[src/rtl/vga_sync_if.sv]
// Timing bundle produced by vga_sync: pixel/line counters plus registered sync decodes.
// Optional frame_start strobe is present only when VGA_FRAME_TICK_EN is defined.
`timescale 1ns/1ps
interface vga_sync_if;
  logic [9:0] horizontal_num;
  logic [9:0] vertical_num;
  logic       hsync;
  logic       vsync;
  logic       video_on;
`ifdef VGA_FRAME_TICK_EN
  logic       frame_start;
`endif

  modport master (
    output horizontal_num, vertical_num, hsync, vsync, video_on
`ifdef VGA_FRAME_TICK_EN
    , output frame_start
`endif
  );

  modport slave (
    input horizontal_num, vertical_num, hsync, vsync, video_on
`ifdef VGA_FRAME_TICK_EN
    , input frame_start
`endif
  );
endinterface

[src/rtl/vga_sync.sv]
// VGA raster timing generator: free-running column/line counters with sync and blanking
// decodes registered from next-state counts. Define VGA_FRAME_TICK_EN to add frame_start.
`timescale 1ns/1ps
module vga_sync #(
  parameter int HVID  = 640,
  parameter int HFP   = 16,
  parameter int HSYNC = 96,
  parameter int HBP   = 48,
  parameter int VVID  = 480,
  parameter int VFP   = 10,
  parameter int VSYNC = 2,
  parameter int VBP   = 33
) (
  input  logic         clk_25,
  input  logic         rst_n,
  vga_sync_if.master   vga
);

  localparam int HTOTAL = HVID + HFP + HSYNC + HBP;
  localparam int VTOTAL = VVID + VFP + VSYNC + VBP;

  localparam logic [9:0] H_MAX      = 10'(HTOTAL - 1);
  localparam logic [9:0] V_MAX      = 10'(VTOTAL - 1);
  localparam logic [9:0] H_VIS      = 10'(HVID);
  localparam logic [9:0] V_VIS      = 10'(VVID);
  localparam logic [9:0] HS_FIRST   = 10'(HVID + HFP);
  localparam logic [9:0] HS_LAST    = 10'(HVID + HFP + HSYNC - 1);
  localparam logic [9:0] VS_FIRST   = 10'(VVID + VFP);
  localparam logic [9:0] VS_LAST    = 10'(VVID + VFP + VSYNC - 1);

  logic [9:0] h_cnt, v_cnt;
  logic [9:0] h_next, v_next;
  logic       h_wrap;
  logic       hsync_q, vsync_q, video_on_q;
  logic       hsync_d, vsync_d, video_on_d;

  // NOTE: every always_comb output gets a default first so no path leaves it unassigned (no latch).
  always_comb begin
    h_wrap = (h_cnt >= H_MAX);
    h_next = h_wrap ? 10'd0 : h_cnt + 10'd1;
    v_next = v_cnt;
    if (h_wrap) begin
      v_next = (v_cnt >= V_MAX) ? 10'd0 : v_cnt + 10'd1;
    end
  end

  // Decoding the next counts lets the registered syncs line up with the counters they accompany.
  always_comb begin
    hsync_d    = !((h_next >= HS_FIRST) && (h_next <= HS_LAST));
    vsync_d    = !((v_next >= VS_FIRST) && (v_next <= VS_LAST));
    video_on_d = (h_next < H_VIS) && (v_next < V_VIS);
  end

  // NOTE: sequential state uses non-blocking assignments so all registers update together at the edge.
  always_ff @(posedge clk_25 or negedge rst_n) begin
    if (!rst_n) begin
      h_cnt      <= H_MAX;
      v_cnt      <= V_MAX;
      hsync_q    <= 1'b1;
      vsync_q    <= 1'b1;
      video_on_q <= 1'b0;
    end else begin
      h_cnt      <= h_next;
      v_cnt      <= v_next;
      hsync_q    <= hsync_d;
      vsync_q    <= vsync_d;
      video_on_q <= video_on_d;
    end
  end

  assign vga.horizontal_num = h_cnt;
  assign vga.vertical_num   = v_cnt;
  assign vga.hsync          = hsync_q;
  assign vga.vsync          = vsync_q;
  assign vga.video_on       = video_on_q;

`ifdef VGA_FRAME_TICK_EN
  logic frame_start_q;

  always_ff @(posedge clk_25 or negedge rst_n) begin
    if (!rst_n) begin
      frame_start_q <= 1'b0;
    end else begin
      frame_start_q <= (h_next == 10'd0) && (v_next == 10'd0);
    end
  end

  assign vga.frame_start = frame_start_q;
`endif

endmodule

[src/flat_wrapper.sv]
// flat-port wrapper written by rule: the top's interface ports become plain ports
module vga_sync_flat 
#(
  parameter int HVID  = 640,
  parameter int HFP   = 16,
  parameter int HSYNC = 96,
  parameter int HBP   = 48,
  parameter int VVID  = 480,
  parameter int VFP   = 10,
  parameter int VSYNC = 2,
  parameter int VBP   = 33
)
  (clk_25, rst_n, vga_horizontal_num, vga_vertical_num, vga_hsync, vga_vsync, vga_video_on);
  vga_sync_if vga_i ();
  input  logic clk_25;
  input  logic rst_n;
  output wire logic [$bits(vga_i.horizontal_num)-1:0] vga_horizontal_num;
  output wire logic [$bits(vga_i.vertical_num)-1:0] vga_vertical_num;
  output wire logic [$bits(vga_i.hsync)-1:0] vga_hsync;
  output wire logic [$bits(vga_i.vsync)-1:0] vga_vsync;
  output wire logic [$bits(vga_i.video_on)-1:0] vga_video_on;
  assign vga_horizontal_num = vga_i.horizontal_num;
  assign vga_vertical_num = vga_i.vertical_num;
  assign vga_hsync = vga_i.hsync;
  assign vga_vsync = vga_i.vsync;
  assign vga_video_on = vga_i.video_on;
  vga_sync #(.HVID(HVID), .HFP(HFP), .HSYNC(HSYNC), .HBP(HBP), .VVID(VVID), .VFP(VFP), .VSYNC(VSYNC), .VBP(VBP)) u_core (.clk_25(clk_25), .rst_n(rst_n), .vga(vga_i));
endmodule
[config.mk]
export PLATFORM = sky130hd
export DESIGN_NAME = vga_sync_flat
export DESIGN_NICKNAME = d
export VERILOG_FILES = /design/src/rtl/vga_sync_if.sv /design/src/rtl/vga_sync.sv /design/src/flat_wrapper.sv
export SDC_FILE = /design/constraint.sdc
export NUM_CORES = 1
export LEC_CHECK = 0
export CAP_MARGIN = 20
export CORE_MARGIN = 2
export CORE_UTILIZATION = 40
export DETAILED_ROUTE_END_ITERATION = 10
export PLACE_DENSITY = 0.68
export SYNTH_ARGS = -nofsm -noshare
export SYNTH_HDL_FRONTEND = slang
export SYNTH_SLANG_ARGS = --single-unit
export TNS_END_PERCENT = 5
[constraint.sdc]
create_clock -name clk_25 -period 3.3 [get_ports clk_25]
set_input_delay 0.33 -clock clk_25 [delete_from_list [all_inputs] [get_ports clk_25]]
set_output_delay 0.33 -clock clk_25 [all_outputs]
set_load 0.05 [all_outputs]
==> impl_results.md <==
- Leak Pwr: between 0.5 and 0.6 nW
- Avg Inst Size Synth: about 9.7 µm²
- WS Path Type: reg -> reg
- Drt pass-1 iters: 4
- Syn-to-layout area delta: 21.4%
- Die H: just over 60 µm
- Worst-skew pair later-pin latency: roughly 0.30 ns
- Layout cells sized above 1: 16.4%
- Top cells by count, synth: nand2_1 (18), dfstp_2 (12), dfrtp_1 (11)
- GP Congestion: between 0.8 and 0.9
- Cell Chain, Critical Path: ha_1 > and4_4 > o41a_4 > nor2b_4 > nand3b_2 > a2111oi_4 > a211oi_1
- Number of gates resized after CTS: 0
- # DRC: 0
- Final setup TNS: 0 ns
- CTS clock-pin slew for the worst setup and hold paths: roughly 0.12 ns
- EDFF count, synth: 0
- Port Buffers: 24
- Final wirelength: 2.74 mm
- RSZ-0062 raised after global routing: false
- Synth Flop Type: dfstp_2
- I/O pin count: 25
- Startpoint Class: flop
- Final setup violation count: 0
- Synth top area share: between 20% and 30%
- Cts hold-fix bufs: 0
- Gate Count Post-Synth: ~140
- Die X: approximately 60 µm
- DR iter-0 viols: approximately 70
- Power per cell area: between 200 and 300 nW/µm²
- Root buffer cell: clkbuf_4
- Total power: just over 0.4 mW
- Largest net degree at the start of global routing: 24
- Post-synthesis net count: 142
- Ratio of final minimum period to clock period: a little under three quarters
- CTS tree: yes
- Count leader, synth: nand2_1
- First-pass GRT wire length: 4.60 mm
- H-tree depth: 1
- CP max stage delay: about 0.58 ns
- Initial core utilization: a little over two fifths
- WL per Instance: 13.5 µm
- Worst path slowest cell: dfstp_2
- Slew @ Worst Pin: 0.957 ns
- HPWL after DPL: 1.99 mm
- Post-CTS Setup Inserts: 0
- Final Critical Period: about 2.4 ns
- Final Hold Fails: 0
- Sequential share of the synthesized area: approximately 45%
- Die area: roughly 3800 µm²
- Synthesized cell area: approximately 1300 µm²
- Status: finished, final reports clean
- DR vias/cell: between 5 and 6
- Crit path buf inv count: 0
- Row Count: 20
- Slew HR: between 30 and 40%
- Fin nets: about 170
- Initial antenna violation count: 0
- CP max FO: 23
- Yosys warns: 0
- Asr flop ratio synth: between 90% and 100%
- VDD IR max: around 110 µV
- Core Box Area: roughly 3100 µm²
- Gr ovfl total: 0
- Clock sink total: 23
- DRT antenna net count: 0
- Synthesis-stage register bit count: 23
- Antenna Cells: 0
- Via count: 1080
- Worst EP arrival: between 2 and 3 ns
- Hold/Removal Path Class: reg -> reg
- Max-cap violation count: 0
- Achievable Freq: between 400 and 500 MHz
- Top cells by area, synth: dfstp_2 (24%), dfrtp_1 (21%), nand2_1 (5.1%)
- Worst Path Required: ~3.5 ns
- GRT Total Usage: between 15 and 20%
- Clock tree buffer depth: 2
- Worst setup EP type: flop
- Yosys cell types: 45
- Post-synth top area cell: dfstp_2
- Worst path top cell family by delay: compound AO/OA/AOI/OAI gates
- FILL cells: between 300 and 400
- TritonCTS Buffers: 3
- Slew Limit Fails: 0
- Number of global-route vias before repair: roughly 1000
- Post-Route Skew: about 0.0029 ns
[cell families after synthesis]
group,after synthesis,synth area share [%]
AO/OA/AOI/OAI,31,18.1
buffers and inverters,12,4.73
AND/OR/NAND/NOR,59,23.5
flip-flops,23,44.6
adder cells (fa/ha/maj),3,2.84
multiplexers,2,1.61
XOR/XNOR,7,4.63
[stage by stage]
| stage | cell area, µm² | hold slack, ns | worst slack (ns) | utilization, % | instances |
|---|---|---|---|---|---|
| final | 1610 | 0.533 | 0.936 | 51.8 | 203 |
| after global routing | 1610 | 0.571 | 0.782 | 51.8 | 203 |
| after floorplan | 1320 | 0.0344 | 1.02 | - | 137 |
| after detailed placement | 1580 | 0.510 | 0.934 | 50.9 | 199 |
| after global placement | 1580 | 0.515 | 0.999 | 50.9 | 199 |
| after CTS | 1610 | 0.540 | 0.924 | 51.8 | 203 |
[report_power, final]
group / leakage, nW / internal (mW) / switching [mW] / total [mW]
combinational: 0.300 / 0.00104 / 0.00492 / 0.00596
sequential: 0.268 / 0.283 / 0 / 0.283
clock: 0.0177 / 0.0451 / 0.0777 / 0.123
total: 0.586 / 0.329 / 0.0827 / 0.411
[routing by layer]
layer | vias to the layer above | wire length, µm | GRT usage [%]
li1 | 535 | - | -
met1 | 518 | 1270 | 22.1
met2 | 25 | 1360 | 27.8
met3 | 2 | 97 | 2.52
met4 | 0 | 13 | 4.56
met5 | - | 0 | 0
[flip-flops by register name, indices dropped and copies added, names as in the netlist]
register and flops:
u_core.vga.vertical_num 10, u_core.vga.vsync 1, u_core.vga.horizontal_num 10, u_core.vga.hsync 1, u_core.vga.video_on 1
[area by class of cell]
| cell class | instances | area (µm²) | share of cell area [%] |
|---|---|---|---|
| clock buffers | 3 | 22.5 | 1.40 |
| clock inverters | 1 | 5.00 | 0.312 |
| inverters | 6 | 22.5 | 1.40 |
| multi-input cells | 102 | 671 | 41.7 |
| flip-flops and latches | 23 | 591 | 36.8 |
| well taps | 44 | 55.1 | 3.43 |
| repair buffers | 24 | 240 | 15.0 |
[final timing paths]
check | to | slack [ns] | start | cells after the start
worst max-delay path | u_core.vga.video_on$_DFF_PN0_ | 0.94 | u_core.vga.horizontal_num[0]$_DFF_PN1_ | 7
worst min-delay path | u_core.vga.horizontal_num[0]$_DFF_PN1_ | 0.53 | u_core.vga.horizontal_num[0]$_DFF_PN1_ | 1
max in group asynchronous | u_core.vga.vertical_num[1]$_DFF_PN0_ | 2.17 | rst_n | 1
min in group asynchronous | u_core.vga.video_on$_DFF_PN0_ | 0.55 | rst_n | 1
worst max register to register | u_core.vga.video_on$_DFF_PN0_ | 0.94 | u_core.vga.horizontal_num[0]$_DFF_PN1_ | 7
worst min register to register | u_core.vga.horizontal_num[0]$_DFF_PN1_ | 0.53 | u_core.vga.horizontal_num[0]$_DFF_PN1_ | 1
[placed cells by master (no fill, tap or decap), types with 2 or more instances in the layout]
cell,instances
o31ai_1,2
nor2_1,10
xnor2_1,3
nor3_1,4
o21ai_0,7
xor2_1,4
nand4_1,4
ha_1,3
inv_1,6
and3_1,5
clkbuf_4,3
clkdlybuf4s50_1,24
nand2_1,18
dfrtp_1,11
a21oi_1,4
o21ai_1,4
or3_1,2
nand3_1,6
dfstp_2,12
a41oi_1,2
and2_1,2
Power figures use the tool's default switching activity.
